**config.mk**
```make
export PLATFORM = sky130hd
export DESIGN_NAME = rd_wb_unit_flat
export DESIGN_NICKNAME = d
export VERILOG_FILES = /design/src/rtl/rd_wb_unit_pkg.sv /design/src/rtl/rd_wb_unit_if.sv /design/src/rtl/rd_wb_unit_load_align.sv /design/src/rtl/rd_wb_unit.sv /design/src/flat_wrapper.sv
export SDC_FILE = /design/constraint.sdc
export NUM_CORES = 1
export LEC_CHECK = 0
export ABC_AREA = 1
export BUFFER_PORTS_ARGS = -buffer_cell sky130_fd_sc_hd__buf_2
export CORE_MARGIN = 1.5
export CORE_UTILIZATION = 36
export DETAILED_ROUTE_END_ITERATION = 6
export PLACE_DENSITY = 0.66
export SYNTH_ARGS = -nofsm -noshare
export SYNTH_HDL_FRONTEND = slang
export SYNTH_SLANG_ARGS = --single-unit
```
**constraint.sdc**
```tcl
create_clock -name clk -period 2.7 [get_ports clk]
set_input_delay 0.135 -clock clk [delete_from_list [all_inputs] [get_ports clk]]
set_output_delay 0.135 -clock clk [all_outputs]
set_load 0.01 [all_outputs]
```
**src/rtl/rd_wb_unit_pkg.sv**
```systemverilog
// Shared types and constants for the register-file write-back unit.
// The load_align funct3 codes are shared with the store path checker.
package rd_wb_unit_pkg;

  localparam int REG_LEN = 32;

  typedef enum logic [1:0] {
    RD_IMM  = 2'b00,
    RD_PCP4 = 2'b01,
    RD_ALU  = 2'b10,
    RD_MEM  = 2'b11
  } rd_sel_e;

  localparam logic [2:0] F3_LB  = 3'b000;
  localparam logic [2:0] F3_LH  = 3'b001;
  localparam logic [2:0] F3_LW  = 3'b010;
  localparam logic [2:0] F3_LBU = 3'b100;
  localparam logic [2:0] F3_LHU = 3'b101;

  typedef enum logic {
    ST_IDLE,
    ST_WAIT_MEM
  } wb_state_e;

endpackage

```
**src/rtl/rd_wb_unit_if.sv**
```systemverilog
// Request/result bundle between decode/ALU/data-memory and the write-back unit.
// The slave side is the write-back unit; the master side is the pipeline around it.
interface rd_wb_if
  import rd_wb_unit_pkg::*;
#(
  parameter int XLEN    = REG_LEN,
  parameter int RADDR_W = 5
);
  logic               in_valid;
  logic               in_ready;
  rd_sel_e            rd_sel;
  logic [RADDR_W-1:0] rd_addr;
  logic               rd_we;
  logic [XLEN-1:0]    imm;
  logic [XLEN-1:0]    pc;
  logic [XLEN-1:0]    alu_out;
  logic [XLEN-1:0]    mem_rdata;
  logic [2:0]         mem_funct3;
  logic [1:0]         mem_addr_lo;
  logic               mem_valid;
  logic [XLEN-1:0]    rd_d;
  logic [RADDR_W-1:0] rd_addr_o;
  logic               rd_we_o;
  logic               wb_valid;
  logic               load_err;

  modport slave (
    input  in_valid, rd_sel, rd_addr, rd_we, imm, pc, alu_out,
           mem_rdata, mem_funct3, mem_addr_lo, mem_valid,
    output in_ready, rd_d, rd_addr_o, rd_we_o, wb_valid, load_err
  );

  modport master (
    output in_valid, rd_sel, rd_addr, rd_we, imm, pc, alu_out,
           mem_rdata, mem_funct3, mem_addr_lo, mem_valid,
    input  in_ready, rd_d, rd_addr_o, rd_we_o, wb_valid, load_err
  );
endinterface

```
**src/rtl/rd_wb_unit_load_align.sv**
```systemverilog
// Combinational load aligner: picks the addressed byte/half/word and extends it.
// Misaligned or unknown load types flag o_err and force o_data to zero.
module rd_wb_unit_load_align
  import rd_wb_unit_pkg::*;
#(
  parameter int XLEN = REG_LEN
) (
  input  logic [XLEN-1:0] i_rdata,
  input  logic [2:0]      i_funct3,
  input  logic [1:0]      i_addr_lo,
  output logic [XLEN-1:0] o_data,
  output logic            o_err
);

  logic [7:0]      w_byte;
  logic [15:0]     w_half;
  logic [XLEN-1:0] w_data;
  logic            w_err;

  always_comb begin
    w_byte = i_rdata[7:0];
    case (i_addr_lo)
      2'd0: w_byte = i_rdata[7:0];
      2'd1: w_byte = i_rdata[15:8];
      2'd2: w_byte = i_rdata[23:16];
      2'd3: w_byte = i_rdata[31:24];
      default: w_byte = i_rdata[7:0];
    endcase
    w_half = i_addr_lo[1] ? i_rdata[31:16] : i_rdata[15:0];
  end

  always_comb begin
    w_data = '0;
    w_err  = 1'b0;
    case (i_funct3)
      F3_LB:  w_data = {{(XLEN-8){w_byte[7]}}, w_byte};
      F3_LBU: w_data = {{(XLEN-8){1'b0}}, w_byte};
      F3_LH: begin
        w_data = {{(XLEN-16){w_half[15]}}, w_half};
        w_err  = i_addr_lo[0];
      end
      F3_LHU: begin
        w_data = {{(XLEN-16){1'b0}}, w_half};
        w_err  = i_addr_lo[0];
      end
      F3_LW: begin
        w_data = i_rdata;
        w_err  = (i_addr_lo != 2'd0);
      end
      default: w_err = 1'b1;
    endcase
  end

  assign o_err  = w_err;
  assign o_data = w_err ? '0 : w_data;

endmodule

```
**src/rtl/rd_wb_unit.sv**
```systemverilog
// Write-back unit: selects the rd source, delays pc for RD_PCP4, aligns loads,
// and registers one result per accepted request; stalls the front end during loads.
module rd_wb_unit
  import rd_wb_unit_pkg::*;
#(
  parameter int XLEN     = REG_LEN,
  parameter int PC_DELAY = 1,
  parameter int RADDR_W  = 5
) (
  input  logic clk,
  input  logic rst,
  rd_wb_if.slave bus
);

  wb_state_e          r_state, w_state_n;
  logic [XLEN-1:0]    r_rd_d, w_rd_d_n;
  logic [RADDR_W-1:0] r_rd_addr_o, w_rd_addr_n;
  logic               r_rd_we_o, w_rd_we_n;
  logic               r_wb_valid, w_wb_valid_n;
  logic               r_load_err, w_load_err_n;

  logic [RADDR_W-1:0] r_ld_addr, w_ld_addr_n;
  logic               r_ld_we, w_ld_we_n;
  logic [2:0]         r_ld_funct3, w_ld_funct3_n;
  logic [1:0]         r_ld_addr_lo, w_ld_addr_lo_n;

  logic [XLEN-1:0]    w_pc_sel;
  logic [XLEN-1:0]    w_src;
  logic [XLEN-1:0]    w_ld_data;
  logic               w_ld_err;
  logic               w_in_ready;
  logic               w_accept;

  // The delay line runs every cycle, independent of the handshake.
  generate
    if (PC_DELAY == 0) begin : g_pc_pass
      assign w_pc_sel = bus.pc;
    end else begin : g_pc_dly
      logic [XLEN-1:0] r_pc_dly [PC_DELAY];
      always_ff @(posedge clk) begin
        if (rst) begin
          for (int i = 0; i < PC_DELAY; i++) r_pc_dly[i] <= '0;
        end else begin
          r_pc_dly[0] <= bus.pc;
          for (int i = 1; i < PC_DELAY; i++) r_pc_dly[i] <= r_pc_dly[i-1];
        end
      end
      assign w_pc_sel = r_pc_dly[PC_DELAY-1];
    end
  endgenerate

  rd_wb_unit_load_align #(.XLEN(XLEN)) u_load_align (
    .i_rdata   (bus.mem_rdata),
    .i_funct3  (r_ld_funct3),
    .i_addr_lo (r_ld_addr_lo),
    .o_data    (w_ld_data),
    .o_err     (w_ld_err)
  );

  assign w_in_ready = (r_state == ST_IDLE);
  assign w_accept   = bus.in_valid && w_in_ready;

  always_comb begin
    w_src = bus.alu_out;
    case (bus.rd_sel)
      RD_IMM:  w_src = bus.imm;
      RD_PCP4: w_src = w_pc_sel;
      RD_ALU:  w_src = bus.alu_out;
      default: w_src = bus.alu_out;
    endcase
  end

  always_ff @(posedge clk) begin
    if (rst) begin
      r_state      <= ST_IDLE;
      r_rd_d       <= '0;
      r_rd_addr_o  <= '0;
      r_rd_we_o    <= 1'b0;
      r_wb_valid   <= 1'b0;
      r_load_err   <= 1'b0;
      r_ld_addr    <= '0;
      r_ld_we      <= 1'b0;
      r_ld_funct3  <= '0;
      r_ld_addr_lo <= '0;
    end else begin
      r_state      <= w_state_n;
      r_rd_d       <= w_rd_d_n;
      r_rd_addr_o  <= w_rd_addr_n;
      r_rd_we_o    <= w_rd_we_n;
      r_wb_valid   <= w_wb_valid_n;
      r_load_err   <= w_load_err_n;
      r_ld_addr    <= w_ld_addr_n;
      r_ld_we      <= w_ld_we_n;
      r_ld_funct3  <= w_ld_funct3_n;
      r_ld_addr_lo <= w_ld_addr_lo_n;
    end
  end

  always_comb begin
    w_state_n      = r_state;
    w_rd_d_n       = r_rd_d;
    w_rd_addr_n    = r_rd_addr_o;
    w_rd_we_n      = 1'b0;
    w_wb_valid_n   = 1'b0;
    w_load_err_n   = 1'b0;
    w_ld_addr_n    = r_ld_addr;
    w_ld_we_n      = r_ld_we;
    w_ld_funct3_n  = r_ld_funct3;
    w_ld_addr_lo_n = r_ld_addr_lo;
    case (r_state)
      ST_IDLE: begin
        if (w_accept) begin
          if (bus.rd_sel != RD_MEM) begin
            w_wb_valid_n = 1'b1;
            w_rd_d_n     = w_src;
            w_rd_addr_n  = bus.rd_addr;
            w_rd_we_n    = bus.rd_we && (bus.rd_addr != '0);
          end else begin
            w_ld_addr_n    = bus.rd_addr;
            w_ld_we_n      = bus.rd_we;
            w_ld_funct3_n  = bus.mem_funct3;
            w_ld_addr_lo_n = bus.mem_addr_lo;
            w_state_n      = ST_WAIT_MEM;
          end
        end
      end
      ST_WAIT_MEM: begin
        if (bus.mem_valid) begin
          w_wb_valid_n = 1'b1;
          w_load_err_n = w_ld_err;
          w_rd_d_n     = w_ld_data;
          w_rd_addr_n  = r_ld_addr;
          w_rd_we_n    = r_ld_we && (r_ld_addr != '0) && !w_ld_err;
          w_state_n    = ST_IDLE;
        end
      end
      default: w_state_n = ST_IDLE;
    endcase
  end

  assign bus.in_ready  = w_in_ready;
  assign bus.rd_d      = r_rd_d;
  assign bus.rd_addr_o = r_rd_addr_o;
  assign bus.rd_we_o   = r_rd_we_o;
  assign bus.wb_valid  = r_wb_valid;
  assign bus.load_err  = r_load_err;

endmodule

```
**src/flat_wrapper.sv**
```systemverilog
// flat-port wrapper written by rule: the top's interface ports become plain ports
module rd_wb_unit_flat import rd_wb_unit_pkg::*;
#(
  parameter int XLEN     = REG_LEN,
  parameter int PC_DELAY = 1,
  parameter int RADDR_W  = 5
)
  (clk, rst, bus_in_valid, bus_rd_sel, bus_rd_addr, bus_rd_we, bus_imm, bus_pc, bus_alu_out, bus_mem_rdata, bus_mem_funct3, bus_mem_addr_lo, bus_mem_valid, bus_in_ready, bus_rd_d, bus_rd_addr_o, bus_rd_we_o, bus_wb_valid, bus_load_err);
  rd_wb_if #(.XLEN(XLEN), .RADDR_W(RADDR_W)) bus_i ();
  input  logic clk;
  input  logic rst;
  input wire logic [$bits(bus_i.in_valid)-1:0] bus_in_valid;
  input wire logic [$bits(bus_i.rd_sel)-1:0] bus_rd_sel;
  input wire logic [$bits(bus_i.rd_addr)-1:0] bus_rd_addr;
  input wire logic [$bits(bus_i.rd_we)-1:0] bus_rd_we;
  input wire logic [$bits(bus_i.imm)-1:0] bus_imm;
  input wire logic [$bits(bus_i.pc)-1:0] bus_pc;
  input wire logic [$bits(bus_i.alu_out)-1:0] bus_alu_out;
  input wire logic [$bits(bus_i.mem_rdata)-1:0] bus_mem_rdata;
  input wire logic [$bits(bus_i.mem_funct3)-1:0] bus_mem_funct3;
  input wire logic [$bits(bus_i.mem_addr_lo)-1:0] bus_mem_addr_lo;
  input wire logic [$bits(bus_i.mem_valid)-1:0] bus_mem_valid;
  output wire logic [$bits(bus_i.in_ready)-1:0] bus_in_ready;
  output wire logic [$bits(bus_i.rd_d)-1:0] bus_rd_d;
  output wire logic [$bits(bus_i.rd_addr_o)-1:0] bus_rd_addr_o;
  output wire logic [$bits(bus_i.rd_we_o)-1:0] bus_rd_we_o;
  output wire logic [$bits(bus_i.wb_valid)-1:0] bus_wb_valid;
  output wire logic [$bits(bus_i.load_err)-1:0] bus_load_err;
  assign bus_i.in_valid = bus_in_valid;
  assign bus_i.rd_sel = bus_rd_sel;
  assign bus_i.rd_addr = bus_rd_addr;
  assign bus_i.rd_we = bus_rd_we;
  assign bus_i.imm = bus_imm;
  assign bus_i.pc = bus_pc;
  assign bus_i.alu_out = bus_alu_out;
  assign bus_i.mem_rdata = bus_mem_rdata;
  assign bus_i.mem_funct3 = bus_mem_funct3;
  assign bus_i.mem_addr_lo = bus_mem_addr_lo;
  assign bus_i.mem_valid = bus_mem_valid;
  assign bus_in_ready = bus_i.in_ready;
  assign bus_rd_d = bus_i.rd_d;
  assign bus_rd_addr_o = bus_i.rd_addr_o;
  assign bus_rd_we_o = bus_i.rd_we_o;
  assign bus_wb_valid = bus_i.wb_valid;
  assign bus_load_err = bus_i.load_err;
  rd_wb_unit #(.XLEN(XLEN), .PC_DELAY(PC_DELAY), .RADDR_W(RADDR_W)) u_core (.clk(clk), .rst(rst), .bus(bus_i));
endmodule
```
# Word level (Yosys, flattened, before mapping)

Memories as Yosys holds them, arrays and structs flattened.
Index checks and enable logic that the tools add are counted.
W data, S select, Z words.

Equality and inequality tests: 12
Mux-type cells: 31
Bitwise gates (word level): 3
Reduce and logical (&&, ||, !) cells: 17

Operator list:

| cell                 | count |
|---|---|
| $mux W32             | 5 |
| $pmux W32 S5         | 1 |
| $pmux W32 S2         | 2 |
| $pmux W8 S4          | 1 |
| $reduce_or A32 Y1    | 1 |
| $mux W16             | 1 |
| $mux W5              | 3 |
| $mux W1              | 13 |
| $pmux W5 S2          | 1 |
| $reduce_bool A5 Y1   | 2 |
| $ne A2 B2 Y1 const B | 4 |
| $eq A3 B3 Y1 const B | 2 |
| $pmux W1 S2          | 3 |
| $reduce_and A3 Y1    | 2 |
| $eq A2 B1 Y1 const B | 2 |
| $eq A2 B2 Y1 const B | 2 |
| $logic_and A1 B1 Y1  | 4 |
| $logic_not A2 Y1     | 2 |
| $reduce_or A2 Y1     | 2 |
| $eq A3 B1 Y1 const B | 1 |
| $eq A3 B2 Y1 const B | 1 |
| $logic_not A3 Y1     | 1 |
| $not A1 Y1           | 3 |
| $pmux W1 S3          | 1 |
| other kinds (3)      | 3 |

Bits in registers: 52
RAM bits: 32
Bits of input ports: 145
Output and inout port bits: 41
Logic and storage cells: 74
Memories kept: 1

Memory list:

| name                     | depth | width | rd ports | clocked after memory_dff | write ports | RTL line         | RTL |
|---|---|---|---|---|---|---|---|
| u_core.g_pc_dly.r_pc_dly | 1     | 32    | 1        | 0                        | 1           | rd_wb_unit.sv:39 | `logic [XLEN-1:0] r_pc_dly [PC_DELAY];` |

# Longest topological paths before layout

Gate-level depths: netlist of the first run.

Depth after elaboration: 7
Gate-level depth with buffers: 11
Depth with buffers taken out: 9

# Cells and area by module

Synthesis of the first run repeated with hierarchy kept, for this count alone.

Cell total of the unflattened synthesis: 738
Area, all modules: 4,755.8 µm²

By module, submodules not included:

| module                | times used | cells each | area an instance (µm²) | seq. area each (µm²) |
|---|---|---|---|---|
| rd_wb_unit            | 1          | 521        | 3,801.1                | 1,681.6 |
| rd_wb_unit_load_align | 1          | 217        | 954.7                  | 0.0 |

# Least setup slack after synthesis of the first run

No wires, ideal clock.

Kind: register to register
Start point: register u_core.r_ld_funct3[0]
End point: register u_core.r_rd_d[22] (netlist: u_core.bus.rd_d[22])
Library setup time: 0.122 ns
Arrival: 1.171 ns
Required time: 2.578 ns
Path slack: 1.408 ns
Cell stages (with the launch flop): 11
Path buffers: 2
Period minus slack after synthesis: 1.292 ns
Cell sequence: dfxtp_1 -> buf_6 -> nor2_4 -> nand2_2 -> inv_2 -> nand2_1 -> nand2_2 -> nor2_4 -> buf_6 -> nand2_1 -> a21oi_2

Word-level cells in the longest chain between the ends: 6
Elaborated cells between the ends (all ways): 12
Those cells by class: 4 x eq/ne; 5 x mux; 3 x reduce/logical

Ends and longest elaborated chain:

| item                                 | RTL line                    | RTL |
|---|---|---|
| from (decl)                          | rd_wb_unit.sv:24            | `logic [2:0] r_ld_funct3, w_ld_funct3_n;` |
| from (signal assigned)               | rd_wb_unit.sv:94            | `r_ld_funct3 <= w_ld_funct3_n;` |
| $eq A3 B3 Y1 (tied with other cells) | rd_wb_unit_load_align.sv:35 | `case (i_funct3)` |
| $reduce_or A2 Y1 (no line)           | --                          |  |
| $pmux W1 S3                          | rd_wb_unit_load_align.sv:35 |  |
| $mux W32 (*)                         | rd_wb_unit_load_align.sv:55 | `assign o_data = w_err ? '0 : w_data;` |
| $mux W32 (*)                         | rd_wb_unit.sv:128           | `if (bus.mem_valid) begin` |
| $pmux W32 S2 (*)                     | rd_wb_unit.sv:110           | `case (r_state)` |
| to (signal assigned)                 | rd_wb_unit.sv:87            | `r_rd_d <= w_rd_d_n;` |
| to (decl)                            | rd_wb_unit.sv:16            | `logic [XLEN-1:0] r_rd_d, w_rd_d_n;` |

Every way passes the cells marked *; elsewhere a longest branch is shown, timed or not. The select of a mux whose other input is x is not followed.
A chain may end at the register's enable or synchronous reset.

# Worst setup path in the final report of the first run

Start point: register u_core.r_state
End point: output bus_in_ready

Word-level cells in the longest chain between the ends: 1

Ends and longest elaborated chain:

| item                   | RTL line           | RTL |
|---|---|---|
| from (decl)            | rd_wb_unit.sv:15   | `wb_state_e r_state, w_state_n;` |
| from (signal assigned) | rd_wb_unit.sv:86   | `r_state <= w_state_n;` |
| $not A1 Y1             | rd_wb_unit.sv:60   | `assign w_in_ready = (r_state == ST_IDLE);` |
| to (decl)              | flat_wrapper.sv:23 | `output wire logic [$bits(bus_i.in_ready)-1:0] bus_in_ready;` |

No other way between the ends.

==> flow_metrics.env, run 1 <==
export IMPL_die_y_um=118
export IMPL_ir_drop_mv=0.342
export IMPL_endpoint_kind="primary output"
export IMPL_critPathLaunchType="register"
export IMPL_first_iter_violations=447
export IMPL_vias=5369
export IMPL_clock_sinks=84
export IMPL_viasPerCell=4.75
export IMPL_drive_above_1_share=0.269
export IMPL_r2r_slack_ps=650
export IMPL_rsz0062_at_grt="no"
export IMPL_setup_viol=0
export IMPL_grt_max_degree=50
export IMPL_start_util=0.374
export IMPL_synth_warnings=0
export IMPL_hold_depth=3
export IMPL_tns_ps=0
export IMPL_drt_pass1_iterations=5
export IMPL_fmax_mhz=465
export IMPL_min_period_over_period=0.797
export IMPL_synth_mux_area_frac=0
export IMPL_cpMaxStageDelayCell="inv_1"
export IMPL_wl_um=15800
export IMPL_portBuffers=185
export IMPL_clockBufferDepth=2
export IMPL_hold_ws_ps=33.7
export IMPL_power_density_nw_per_um2=521
export IMPL_holdCritPathClass="primary input to register"
export IMPL_die_x_um=118
export IMPL_antenna_found_initial=0
export IMPL_synth_area_sq_um=4780
export IMPL_htreeDepth=3
export IMPL_synthSimpleGateAreaFrac=0.347
export IMPL_clock_skew_ps=8.09
export IMPL_root_buffer="clkbuf_16"
export IMPL_synth_adder_area_share=0
export IMPL_grt_pass1_vias=5088
export IMPL_core_area_sq_um=12800
export IMPL_final_core_utilization=0.494
export IMPL_clock_latency_ps=340
export IMPL_ys_seq_area_frac=0.352
export IMPL_synth_top_family_by_area="simple AND/OR/NAND/NOR gates"
export IMPL_wl_per_cell_um=14.0
export IMPL_synth_nets=908
export IMPL_boundaryPins=186
export IMPL_worst_pin_slew_ps=1020
export IMPL_status="finished, final reports clean"
export IMPL_die_area_sq_um=14000
export IMPL_route_detailed_drc=0
export IMPL_ctsResizeCount=0
export IMPL_drv_cap=0
export IMPL_ant_nets=0
export IMPL_crit_required_ps=2570
export IMPL_slew_headroom=0.316
export IMPL_crit_buf_inv=3
export IMPL_whs_endpoint="u_core.g_pc_dly.r_pc_dly[0][26]"
export IMPL_area_delta_synth_final_pct=32.0
export IMPL_maxSlewViolCount=0
export IMPL_track_usage=0.230
export IMPL_n_fill_cell=1351
export IMPL_cts_buffers=9
export IMPL_final_min_clock_period_ps=2150
export IMPL_cts_tree="yes"
export IMPL_path_cells="inv_1 -> buf_4 -> buf_2"
export IMPL_r2r_end="u_core.bus.rd_d[18]"
export IMPL_critPathMaxStageDelay_ps=800
export IMPL_synth_seq_cells=84
export IMPL_synth_xor_area_frac=0
export IMPL_avgSynthCellArea_sq_um=6.26
export IMPL_grt_pass1_wl_um=25600
export IMPL_synth_compound_area_frac=0.169
export IMPL_design_area_sq_um=6310
export IMPL_dpl_hpwl_um=11600
export IMPL_multi_input_area_sq_um=2470
export IMPL_cp_max_fo=34
export IMPL_fin_nets=1098
export IMPL_place_area_sq_um=5710
export IMPL_reg2reg_from="u_core.r_ld_funct3[0]"
export IMPL_place_gp_congestion=0.923
export IMPL_seqCellArea_sq_um=1680
export IMPL_clk_pin_slew_worst_paths_ps=60
export IMPL_leakagePower_nw=3.29
export IMPL_synth_cell_types=27
export IMPL_row_count=41
export IMPL_syn_inst=763
export IMPL_insertedDiodeCount=0
export IMPL_worstHoldStart="bus_pc[26]"
export IMPL_path_delay_family="buffers and inverters"
export IMPL_hold_violations=0
export IMPL_worstPathArrival_ps=2020
export IMPL_worst_r2r_cell_count=8
export IMPL_crit_type="register to primary output"
export IMPL_grt_overflow=0
registers in the layout, indices dropped and copies added (netlist names):
| name | count |
|---|---|
| u_core.bus.load_err | 1 |
| u_core.r_ld_addr_lo | 2 |
| u_core.g_pc_dly.r_pc_dly | 32 |
| u_core.r_ld_addr | 5 |
| u_core.bus.wb_valid | 1 |
| u_core.r_ld_funct3 | 3 |
| u_core.bus.rd_we_o | 1 |
| u_core.r_state | 1 |
| u_core.bus.rd_d | 32 |
| u_core.r_ld_we | 1 |
| u_core.bus.rd_addr_o | 5 |
worst reg2reg max path: cells and delay by family, from the launching register on:
kind            cells  cell delay [ps]
simple gates        5             1120
buf+inv             2              110
compound gates      1              120
flops               1              630
layer usage:
metal  GRT usage  up-vias  routed length [um]
met5           0        -                   0
met4      0.0655        0                 230
met3      0.0613       18                1120
met2       0.359      188                6960
met1       0.312     2402                7540
li1            -     2761                   -
kinds of logic after synthesis:
logic type,Yosys count
compound gates,143
buf+inv,139
flops,84
simple gates,397
cells in the final DEF, fill, tap and decap left out:
cell           Yosys  routed
a31oi_1            5       5
buf_4              3      10
clkbuf_16          0       9
o211ai_1           1       1
nand2_1          269     269
nand3b_1           1       1
nand3_2            7       7
inv_1             85      85
clkinv_2           0       3
clkinvlp_4         0       1
nand3_1           53      53
nor3_1             1       1
inv_2              6       6
clkbuf_8           0       3
nand2_4            1       1
o21ai_0           55      55
nor2_4             2       2
nor2_1            54      54
nor3_4             1       1
a21oi_2           21      21
nor2_2             4       4
dfxtp_1           84      84
dlygate4sd3_1      0      31
o21ai_1            4       4
a21oi_1           56      56
inv_4              1       1
nand2_2            4       4
buf_2             17     185
o21bai_1           1       1
area by class of cell:
class / instances / share of cell area
clock buffers: 12 / 0.0422
clock inverters: 4 / 0.00357
inverters: 92 / 0.0551
multi-input cells: 540 / 0.391
flip-flops and latches: 84 / 0.266
well taps: 172 / 0.0341
repair buffers: 226 / 0.208
cells in the mapped netlist, drive strengths merged:
cell type / n / share of area
clkbuf: 14 / 0.011
a31oi: 5 / 0.0065
o21bai: 1 / 0.0016
a21oi: 77 / 0.097
inv: 92 / 0.073
buf: 33 / 0.048
nand3b: 1 / 0.0016
nand2: 274 / 0.22
dfxtp: 84 / 0.35
o21ai: 59 / 0.062
nor3: 2 / 0.0045
o211ai: 1 / 0.0016
nor2: 60 / 0.052
nand3: 60 / 0.070
power breakdown:
part / leakage [nW] / switching, mW / internal (mW)
sequential: 0.696 / 0.0460 / 1.33
clock: 0.144 / 0.509 / 0.694
combinational: 2.45 / 0.423 / 0.286
worst max path at each step:
stage                                startpoint                  end  slack [ps]  cells past startpoint
after global placement    u_core.r_ld_funct3[0]  u_core.bus.rd_d[17]         670                      8
final                            u_core.r_state         bus_in_ready         550                      3
after detailed placement  u_core.r_ld_funct3[0]  u_core.bus.rd_d[18]         670                      8
after floorplan           u_core.r_ld_funct3[0]  u_core.bus.rd_d[22]        1410                     10
after global routing             u_core.r_state         bus_in_ready         400                      3
after CTS                        u_core.r_state         bus_in_ready         530                      3
metrics by stage:
stage | instances | setup WS [ps] | power, mW
2_1_floorplan | 763 | 1410 | 1.81
3_3_place_gp | 1083 | 674 | 2.08
3_5_place_dp | 1083 | 668 | 2.07
4_1_cts | 1130 | 534 | 3.32
5_1_grt | 1130 | 401 | 3.48
6_report | 1130 | 547 | 3.29
what timing repair did:
item | 4_1_cts | 5_1_grt
setup buffers | 0 | 0
hold buffers | 31 | 0
hold endpoints to repair | 31 | 0
(Power assumes the default switching activity.)
==> inputs of run 2 (changes only) <==
--- a/config.mk
+++ b/config.mk
@@ -5,12 +5,12 @@
 export SDC_FILE = /design/constraint.sdc
 export NUM_CORES = 1
 export LEC_CHECK = 0
-export ABC_AREA = 1
+export ABC_AREA = 0
 export BUFFER_PORTS_ARGS = -buffer_cell sky130_fd_sc_hd__buf_2
 export CORE_MARGIN = 1.5
 export CORE_UTILIZATION = 36
 export DETAILED_ROUTE_END_ITERATION = 6
-export PLACE_DENSITY = 0.66
+export PLACE_DENSITY = 0.67
 export SYNTH_ARGS = -nofsm -noshare
 export SYNTH_HDL_FRONTEND = slang
 export SYNTH_SLANG_ARGS = --single-unit
==> constraint.sdc (replaced) <==
create_clock -name clk -period 2.15 [get_ports clk]
set_input_delay 0.1075 -clock clk [delete_from_list [all_inputs] [get_ports clk]]
set_output_delay 0.1075 -clock clk [all_outputs]
set_load 0.01 [all_outputs]
==> run 2 against run 1 <==
  * Synthesized cell count fell by 33%
  * Via count fell by 17%
  * Combinational power rose by 11%
  * Clock power rose by 40%
  * Utilization rose by 1.5 points
  * Worst setup slack got worse by 260 ps
  * Wire length fell by 11%
  * Count of clock-buffer cells in the layout fell by 2
  * Cell count fell by 24%
==> flow_metrics.env, run 2 <==
export IMPL_final_core_utilization=0.509
export IMPL_ys_seq_area_frac=0.383
export IMPL_route_detailed_drc=0
export IMPL_synth_common_cells="dfxtp_1, nand2_1, mux2i_1"
export IMPL_cp_max_fo=25
export IMPL_synthTopCellsByArea="dfxtp_1, mux2i_1, nand2_1"
export IMPL_reg2reg_from="u_core.r_ld_addr_lo[1]"
export IMPL_clk_pin_slew_worst_paths_ps=60
export IMPL_die_y_um=113
export IMPL_grt_pass1_wl_um=22100
export IMPL_wl_um=14000
export IMPL_area_delta_synth_final_pct=38.7
export IMPL_start_util=0.367
export IMPL_maxSlewViolCount=0
export IMPL_die_x_um=113
export IMPL_antenna_found_initial=0
export IMPL_worstHoldStart="bus_pc[11]"
export IMPL_crit_type="register to register"
export IMPL_final_common_cell="buf_2"
export IMPL_slew_headroom=0.550
export IMPL_design_area_sq_um=6090
export IMPL_dpl_hpwl_um=10500
export IMPL_crit_top_cell="buf_4"
export IMPL_grt_overflow=0
export IMPL_syn_inst=508
export IMPL_hold_ws_ps=3.26
export IMPL_cts_buffers=9
export IMPL_setup_viol=0
export IMPL_row_count=40
export IMPL_boundaryPins=186
export IMPL_fin_nets=856
export IMPL_grt_max_degree=49
export IMPL_synth_most_common_cell="dfxtp_1"
export IMPL_hold_depth=2
export IMPL_core_area_sq_um=12000
export IMPL_rsz0062_at_grt="no"
export IMPL_synth_cell_types=39
export IMPL_worstPathArrival_ps=2110
export IMPL_synth_area_sq_um=4390
export IMPL_cpMaxStageDelayCell="dfxtp_1"
export IMPL_wl_per_cell_um=16.3
export IMPL_hold_violations=0
export IMPL_synth_area_leader_cell="dfxtp_1"
export IMPL_worst_pin_slew_ps=673
export IMPL_track_usage=0.217
export IMPL_status="finished, final reports clean"
export IMPL_insertedDiodeCount=0
export IMPL_viasPerCell=5.19
export IMPL_final_min_clock_period_ps=1870
export IMPL_drt_pass1_iterations=5
export IMPL_drv_cap=0
export IMPL_synth_nets=653
export IMPL_clock_sinks=84
export IMPL_place_area_sq_um=5470
export IMPL_r2r_slack_ps=280
export IMPL_ir_drop_mv=0.440
export IMPL_synth_seq_cells=84
export IMPL_crit_required_ps=2400
export IMPL_cts_tree="yes"
export IMPL_r2r_end="u_core.bus.rd_d[23]"
export IMPL_drive_above_1_share=0.345
export IMPL_root_buffer="clkbuf_16"
export IMPL_power_density_nw_per_um2=684
export IMPL_instances_no_fill=863
export IMPL_leakagePower_nw=2.63
export IMPL_htreeDepth=3
export IMPL_n_fill_cell=1151
export IMPL_holdCritPathClass="primary input to register"
export IMPL_grt_pass1_vias=4436
export IMPL_clockBufferDepth=2
export IMPL_vias=4477
export IMPL_die_area_sq_um=12900
export IMPL_dp_cells=817
export IMPL_min_period_over_period=0.868
export IMPL_endpoint_kind="register"
export IMPL_netlist_area_leader_share=0.383
export IMPL_portBuffers=185
export IMPL_ys_async_sr_fraction=0
export IMPL_clock_latency_ps=330
export IMPL_whs_endpoint="u_core.g_pc_dly.r_pc_dly[0][11]"
export IMPL_final_cell_mix="buf_2, dfxtp_1, nand2_1, mux2i_1, o21ai_0"
export IMPL_setup_slack_ps=285
export IMPL_tns_ps=0
export IMPL_ys_flop_type="dfxtp_1"
export IMPL_ant_nets=0
export IMPL_synth_warnings=0
export IMPL_worst_r2r_cell_count=6
export IMPL_critPathMaxStageDelay_ps=330
export IMPL_synth_edf_count=0
export IMPL_dp_slack_ps=286
export IMPL_first_iter_violations=213
export IMPL_p_total_mw=4.17
export IMPL_avgSynthCellArea_sq_um=8.65
export IMPL_place_gp_congestion=0.880
export IMPL_clock_skew_ps=5.87
export IMPL_critPathLaunchType="register"
export IMPL_fmax_mhz=536
export IMPL_path_cells="buf_4 -> mux2i_1 -> o32ai_2 -> buf_4 -> o21ai_0 -> a211oi_1"
## run 2: cell count changes after synthesis, moves of 26 or more
cell and change:
nor2_1 -26, nor2b_1 +34, nand2_1 -202, mux2i_1 +53, nand3_1 -53, inv_1 -84, a21oi_1 -26
## run 2: worst max-delay path by stage
| stage | startpoint | endpoint | slack [ps] | depth (start not counted) |
|---|---|---|---|---|
| finish | u_core.r_ld_addr_lo[1] | u_core.bus.rd_d[23] | 280 | 6 |
| global route | u_core.r_ld_addr_lo[1] | u_core.bus.rd_d[22] | 120 | 6 |
| CTS | u_core.r_ld_funct3[0] | u_core.bus.rd_d[23] | 270 | 5 |
| detailed placement | u_core.r_ld_addr_lo[1] | u_core.bus.rd_d[23] | 290 | 6 |
| global placement | u_core.r_ld_funct3[0] | u_core.bus.rd_d[23] | 350 | 5 |
| floorplan | u_core.r_ld_addr_lo[0] | u_core.bus.rd_d[16] | 330 | 6 |
## run 2: layer usage
layer  part of all wire  vias to the layer above  track usage
met5                  0                        -            0
met4              0.021                        0       0.0683
met3              0.066                       25       0.0595
met2               0.48                      154        0.378
met1               0.43                     2051        0.262
li1                   -                     2247            -
## run 2: where the power goes
| part | leakage, nW | switching [mW] | internal (mW) |
|---|---|---|---|
| clock network | 0.162 | 0.631 | 1.05 |
| registers | 0.694 | 0.0506 | 1.66 |
| logic | 1.77 | 0.416 | 0.367 |
## run 2: logic make-up (layout without fill, tap and decap cells)
family,count (synthesis),in the layout,synth area share
AOI/OAI and AO/OA,169,169,0.276
buffers and inverters,43,251,0.0447
DFF,84,84,0.383
and+or+nand+nor,159,159,0.176
muxes,53,53,0.121
## run 2: critical path, delay by kind of cell, from the launching register on
family | cells | cell delay (ps)
DFF | 1 | 330
AOI/OAI and AO/OA | 3 | 650
buffers and inverters | 2 | 610
muxes | 1 | 190
## run 2: timing repair
| action | in CTS | in global routing |
|---|---|---|
| gates resized for setup | 0 | 0 |
| hold endpoints to repair | 30 | 0 |
| buffers inserted | 0 | 0 |
| hold buffers | 30 | 0 |
| setup endpoints to repair | 0 | 0 |
## run 2: layout make-up
| type | count | area [sq um] | area share |
|---|---|---|---|
| tap | 147 | 184 | 0.0302 |
| clock buffer | 10 | 239 | 0.0392 |
| timing repair buffer | 233 | 1360 | 0.224 |
| clock inverter | 6 | 87.6 | 0.0144 |
| inverter | 2 | 7.51 | 0.00123 |
| sequential | 84 | 1680 | 0.276 |
| multi-input combinational | 381 | 2530 | 0.415 |
